`src/rtl/input_arbiter_if.sv`:
```
// rtl/input_arbiter_if.sv - requester and input-unit handshake signals of input_arbiter
// slave is the arbiter side; master is the requesters plus the input unit.
interface input_arbiter_if #(
  parameter int DW   = 16,
  parameter int NREQ = 2,
  parameter int CW   = 16
);
  logic [NREQ-1:0] req_i;
  logic [NREQ-1:0] ack_o;
  logic [DW-1:0]   data_o;
  logic [NREQ-1:0] grant_o;
  logic            busy_o;
  logic [CW-1:0]   rd_count_o;
  logic            inp_req;
  logic [DW-1:0]   inp_data;
  logic            inp_ack;

  modport slave (
    input  req_i, inp_data, inp_ack,
    output ack_o, data_o, grant_o, busy_o, rd_count_o, inp_req
  );

  modport master (
    output req_i, inp_data, inp_ack,
    input  ack_o, data_o, grant_o, busy_o, rd_count_o, inp_req
  );
endinterface

```
`src/rtl/input_arbiter.sv`:
```
// rtl/input_arbiter.sv - round-robin sharing of the stdin input unit between requesters
// Four-phase req/ack upstream, one four-phase inp_req/inp_ack transaction downstream per grant.
module input_arbiter #(
  parameter int DW   = 16,
  parameter int NREQ = 2,
  parameter int CW   = 16
) (
  input  logic          clk,
  input  logic          rst_b,
  input_arbiter_if.slave bus
);
  localparam int LW = (NREQ > 1) ? $clog2(NREQ) : 1;
  localparam logic [LW:0] NREQ_W = (LW+1)'(NREQ);

  typedef enum logic [1:0] {IDLE, REQ, DROP, RESP} state_t;

  state_t          r_state;
  logic [NREQ-1:0] r_ack;
  logic [NREQ-1:0] r_grant;
  logic [DW-1:0]   r_data;
  logic [DW-1:0]   r_data_q;
  logic [CW-1:0]   r_rd_count;
  logic            r_inp_req;
  logic            r_busy;
  logic [LW-1:0]   r_last;
  logic [LW-1:0]   r_gidx;

  logic            w_found;
  logic [LW-1:0]   w_sel;
  logic [LW:0]     w_cand;

  // Scan last+1, last+2, ... (mod NREQ); the first set request wins.
  always_comb begin
    w_found = 1'b0;
    w_sel   = '0;
    w_cand  = '0;
    for (int k = 1; k <= NREQ; k++) begin
      w_cand = {1'b0, r_last} + (LW+1)'(k);
      if (w_cand >= NREQ_W) begin
        w_cand = w_cand - NREQ_W;
      end
      if (!w_found && bus.req_i[w_cand[LW-1:0]]) begin
        w_found = 1'b1;
        w_sel   = w_cand[LW-1:0];
      end
    end
  end

  always_ff @(posedge clk or negedge rst_b) begin
    if (!rst_b) begin
      r_state    <= IDLE;
      r_ack      <= '0;
      r_grant    <= '0;
      r_data     <= '0;
      r_data_q   <= '0;
      r_rd_count <= '0;
      r_inp_req  <= 1'b0;
      r_busy     <= 1'b0;
      r_last     <= LW'(NREQ - 1);
      r_gidx     <= '0;
    end else begin
      case (r_state)
        IDLE: begin
          if (w_found) begin
            r_grant   <= {{(NREQ-1){1'b0}}, 1'b1} << w_sel;
            r_gidx    <= w_sel;
            r_inp_req <= 1'b1;
            r_busy    <= 1'b1;
            r_state   <= REQ;
          end
        end
        // No timeout: the input unit may block on stdin indefinitely.
        REQ: begin
          if (bus.inp_ack) begin
            r_data_q  <= bus.inp_data;
            r_inp_req <= 1'b0;
            r_state   <= DROP;
          end
        end
        DROP: begin
          if (!bus.inp_ack) begin
            if (bus.req_i[r_gidx]) begin
              r_ack   <= {{(NREQ-1){1'b0}}, 1'b1} << r_gidx;
              r_data  <= r_data_q;
              r_state <= RESP;
            end else begin
              r_grant <= '0;
              r_last  <= r_gidx;
              r_busy  <= 1'b0;
              r_state <= IDLE;
            end
          end
        end
        RESP: begin
          if (!bus.req_i[r_gidx]) begin
            r_ack      <= '0;
            r_grant    <= '0;
            r_last     <= r_gidx;
            r_rd_count <= r_rd_count + 1'b1;
            r_busy     <= 1'b0;
            r_state    <= IDLE;
          end
        end
        default: begin
          r_state <= IDLE;
        end
      endcase
    end
  end

  assign bus.ack_o      = r_ack;
  assign bus.grant_o    = r_grant;
  assign bus.data_o     = r_data;
  assign bus.busy_o     = r_busy;
  assign bus.rd_count_o = r_rd_count;
  assign bus.inp_req    = r_inp_req;
endmodule

```
`src/flat_wrapper.sv`:
```
// flat-port wrapper written by rule: the top's interface ports become plain ports
module input_arbiter_flat 
#(
  parameter int DW   = 16,
  parameter int NREQ = 2,
  parameter int CW   = 16
)
  (clk, rst_b, bus_req_i, bus_inp_data, bus_inp_ack, bus_ack_o, bus_data_o, bus_grant_o, bus_busy_o, bus_rd_count_o, bus_inp_req);
  input_arbiter_if #(.DW(DW), .NREQ(NREQ), .CW(CW)) bus_i ();
  input  logic clk;
  input  logic rst_b;
  input wire logic [$bits(bus_i.req_i)-1:0] bus_req_i;
  input wire logic [$bits(bus_i.inp_data)-1:0] bus_inp_data;
  input wire logic [$bits(bus_i.inp_ack)-1:0] bus_inp_ack;
  output wire logic [$bits(bus_i.ack_o)-1:0] bus_ack_o;
  output wire logic [$bits(bus_i.data_o)-1:0] bus_data_o;
  output wire logic [$bits(bus_i.grant_o)-1:0] bus_grant_o;
  output wire logic [$bits(bus_i.busy_o)-1:0] bus_busy_o;
  output wire logic [$bits(bus_i.rd_count_o)-1:0] bus_rd_count_o;
  output wire logic [$bits(bus_i.inp_req)-1:0] bus_inp_req;
  assign bus_i.req_i = bus_req_i;
  assign bus_i.inp_data = bus_inp_data;
  assign bus_i.inp_ack = bus_inp_ack;
  assign bus_ack_o = bus_i.ack_o;
  assign bus_data_o = bus_i.data_o;
  assign bus_grant_o = bus_i.grant_o;
  assign bus_busy_o = bus_i.busy_o;
  assign bus_rd_count_o = bus_i.rd_count_o;
  assign bus_inp_req = bus_i.inp_req;
  input_arbiter #(.DW(DW), .NREQ(NREQ), .CW(CW)) u_core (.clk(clk), .rst_b(rst_b), .bus(bus_i));
endmodule
```
`config.mk`:
```
export PLATFORM = sky130hd
export DESIGN_NAME = input_arbiter_flat
export DESIGN_NICKNAME = d
export VERILOG_FILES = /design/src/rtl/input_arbiter_if.sv /design/src/rtl/input_arbiter.sv /design/src/flat_wrapper.sv
export SDC_FILE = /design/constraint.sdc
export NUM_CORES = 1
export LEC_CHECK = 0
export CAP_MARGIN = 10
export CELL_PAD_IN_SITES_DETAIL_PLACEMENT = 0
export CELL_PAD_IN_SITES_GLOBAL_PLACEMENT = 1
export CORE_ASPECT_RATIO = 1.2
export CORE_UTILIZATION = 42
export CTS_CLUSTER_DIAMETER = 200
export DETAILED_ROUTE_END_ITERATION = 10
export GPL_ROUTABILITY_DRIVEN = 0
export PLACE_DENSITY_LB_ADDON = 0.1
export SLEW_MARGIN = 10
export SYNTH_ARGS = -nofsm -noshare
export SYNTH_HDL_FRONTEND = slang
export SYNTH_SLANG_ARGS = --single-unit
```
`constraint.sdc`:
```
create_clock -name clk -period 3.6 [get_ports clk]
set_input_delay 0.72 -clock clk [delete_from_list [all_inputs] [get_ports clk]]
set_output_delay 0.72 -clock clk [all_outputs]
set_load 0.05 [all_outputs]
```
==> metrics.cfg <==
[run_status]
violations = design-rule violations
status = complete, but fails checks

[clocking]
clk_pin_slew_ns = 0.06
cts.sinks = 58
cts_max_level = 3
cts-buffers-inserted = 9
cts_resized = 0
cts_root_buffer = clkbuf_8
cts_setup_buffers = 0
cts.path.max_buffers = 2
cts_tree = done
holdBufCountCts = 0
clk_latency_ns = 0.33

[worst_setup_path]
crit_arrival_ns = 2.72
r2r_start = u_core.r_state[0]$_DFFE_PN0P_
cpPeakStageDelay_ns = 0.55
path_max_fanout = 9
crit_type = input pin to register
crit_path_end_kind = register
worstPathCellList = clkdlybuf4s50_1 > mux2_4 > or3_4 > or4_4 > xnor2_2
worst-r2r-cell-count = 4
cp_data_required_time_ns = 3.82
r2r-end = u_core.bus.rd_count_o[15]$_DFFE_PN0P_
crit_slowest_cell = clkdlybuf4s50_1
cp-start-kind = input pin
r2r_slack_ns = 1.60
crit_family = simple AND/OR/NAND/NOR gates
cp_num_buf_inv = 1

[power]
power_frac_comb = 0.432
ir_worst_vdd_mv = 0.575
p_leak_nw = 1.43
power_switching_share = 0.399
power_density_nw_per_um2 = 943
internal-power_mw = 1.85
switching_power_mw = 1.23
clock_power_share = 0.206
p_seq_frac = 0.362

[floorplan]
start_util = 0.447
die_w_um = 71.3
dieArea_um2 = 6060
std_cell_rows = 29
die_h_um = 85.1
core-area_um2 = 5410
ios = 59

[global_routing]
overflow = 0
grt_pass1_wl_um = 7860
antenna_found_initial = 0
grt_max_degree = 34
grt_usage = 0.171
grt_pass1_vias = 1730

[timing]
setup_viol = 0
skew_ns = 0.00749
relSlewSlack = 0.378
slew_violations = 0
period_share = 0.697
grt_setup_unrepaired = false
tightest_slew_ns = 0.930
timing.fmax_mhz = 399
min_period_ns = 2.51
hold_viol = 0
tns_ns = 0
hold_ws_ns = 0.440

[final_layout]
final_cells = 316
fillerInstances = 417
num-nets-final = 271
synthToLayoutAreaGrowth_pct = 35.3
multi_input_area_um2 = 922
final_layout_size_suffix_gt1_frac = 0.220
fin_util = 0.605
seqCellArea_um2 = 1450
antennaDiodeCount = 0
post-route-cell-area_um2 = 3270
layout_common_cells = clkdlybuf4s50_1, dfrtp_1, mux2_2

[logic_synthesis]
yosysSeqAreaShare = 0.601
syn-num-nets = 206
synth.avg_cell_area_um2 = 13.1
syn_area_um2 = 2420
synth.distinct_cells = 36
synth_warnings = 0
ys_ff_latch = 58
postSynthCellCount = 184

[placement]
hpwlAfterDp_um = 3290
postPlaceCellArea_um2 = 3050
dp.cells = 300
port-buffer-count = 58

[detailed_routing]
drt_iter0_markers = 116
first_pass_iters = 7
routed_wl_um = 4640
ant_nets = 0
wl_per_cell_um = 14.7
vias = 1646
viasPerCell = 5.21
drcViolationCount = 3

[run]
cap_violations = 0

[hold_path]
hold_path.class = input pin to asynchronous set/reset pin

layout make-up:
type / count / area share
Inverter: 3 / 0.00344
Clock buffer: 15 / 0.0570
Timing Repair Buffer: 60 / 0.181
Sequential cell: 58 / 0.444
Multi-Input combinational cell: 117 / 0.282
Tap cell: 62 / 0.0237
Clock inverter: 1 / 0.00918
cell families after synthesis:
kind of cell,after synthesis,share of synthesized area
AO/OA/AOI/OAI,14,0.0409
XOR/XNOR,15,0.0575
buffers and inverters,9,0.0176
multiplexers,35,0.164
flip-flops,58,0.601
adder cells (fa/ha/maj),1,0.00518
AND/OR/NAND/NOR,52,0.114
worst max-delay path by stage:
stage	from	endpoint	cells past startpoint
6_report	bus_req_i[0]	u_core.bus.rd_count_o[15]$_DFFE_PN0P_	5
5_1_grt	bus_req_i[0]	u_core.bus.rd_count_o[15]$_DFFE_PN0P_	5
4_1_cts	bus_req_i[0]	u_core.bus.rd_count_o[15]$_DFFE_PN0P_	5
3_5_place_dp	bus_req_i[0]	u_core.bus.rd_count_o[15]$_DFFE_PN0P_	5
3_3_place_gp	bus_req_i[0]	u_core.bus.rd_count_o[15]$_DFFE_PN0P_	5
2_1_floorplan	bus_req_i[0]	u_core.bus.rd_count_o[15]$_DFFE_PN0P_	5
metrics by stage:
step	power [mW]	setup slack (ns)
floorplan	2.01	1.29
global placement	2.42	0.808
detailed placement	2.47	0.762
CTS	3.11	1.11
global route	3.24	1.03
finish	3.08	1.09
flip-flops by register name, summed over array words and instances, names as in the netlist, 2 cells and up:
name	flops
u_core.bus.data_o	16
u_core.bus.rd_count_o	16
u_core.r_data_q	16
u_core.bus.ack_o	2
u_core.bus.grant_o	2
u_core.r_state	2
power by group through the flow:
| stage | combinational (mW) | sequential, mW | clock (mW) |
|---|---|---|---|
| after floorplan | 0.435 | 1.58 | 0 |
| after global placement | 1.32 | 1.10 | 0 |
| after detailed placement | 1.34 | 1.13 | 0 |
| after CTS | 1.34 | 1.12 | 0.649 |
| after global routing | 1.41 | 1.16 | 0.678 |
| final | 1.33 | 1.12 | 0.634 |
Yosys cell counts, drive strengths merged:
cell / number / area [um^2]
inv: 3 / 11.3
xnor2: 7 / 68.8
dfstp: 1 / 26.3
buf: 2 / 16.3
a21boi: 1 / 7.51
a31o: 1 / 8.76
and4: 4 / 35.0
a21o: 1 / 7.51
nor4: 1 / 6.26
a32oi: 2 / 17.5
o21ai: 2 / 10.0
a21oi: 3 / 15.0
mux2i: 1 / 10.0
and3: 2 / 12.5
dfrtp: 57 / 1430
nor3: 4 / 20.0
nand2: 14 / 52.6
or3: 1 / 11.3
or4: 1 / 11.3
ha: 1 / 12.5
o211ai: 1 / 7.51
xor2: 8 / 70.1
nand4: 2 / 12.5
nor2: 8 / 30.0
nor2b: 1 / 6.26
and2: 1 / 6.26
a211oi: 1 / 7.51
mux2: 34 / 387
nand3: 10 / 50.1
o2bb2ai: 2 / 17.5
clkbuf: 4 / 15.0
nand2b: 1 / 6.26
nand3b: 2 / 15.0
metal layers:
layer / vias to the layer above / routed length [um] / track usage
met5: - / 0 / 0
met4: 0 / 117 / 0.100
met3: 11 / 267 / 0.0475
met2: 45 / 2350 / 0.286
met1: 810 / 1900 / 0.195
li1: 780 / - / -
No activity file was read; power rests on OpenSTA's default activity.
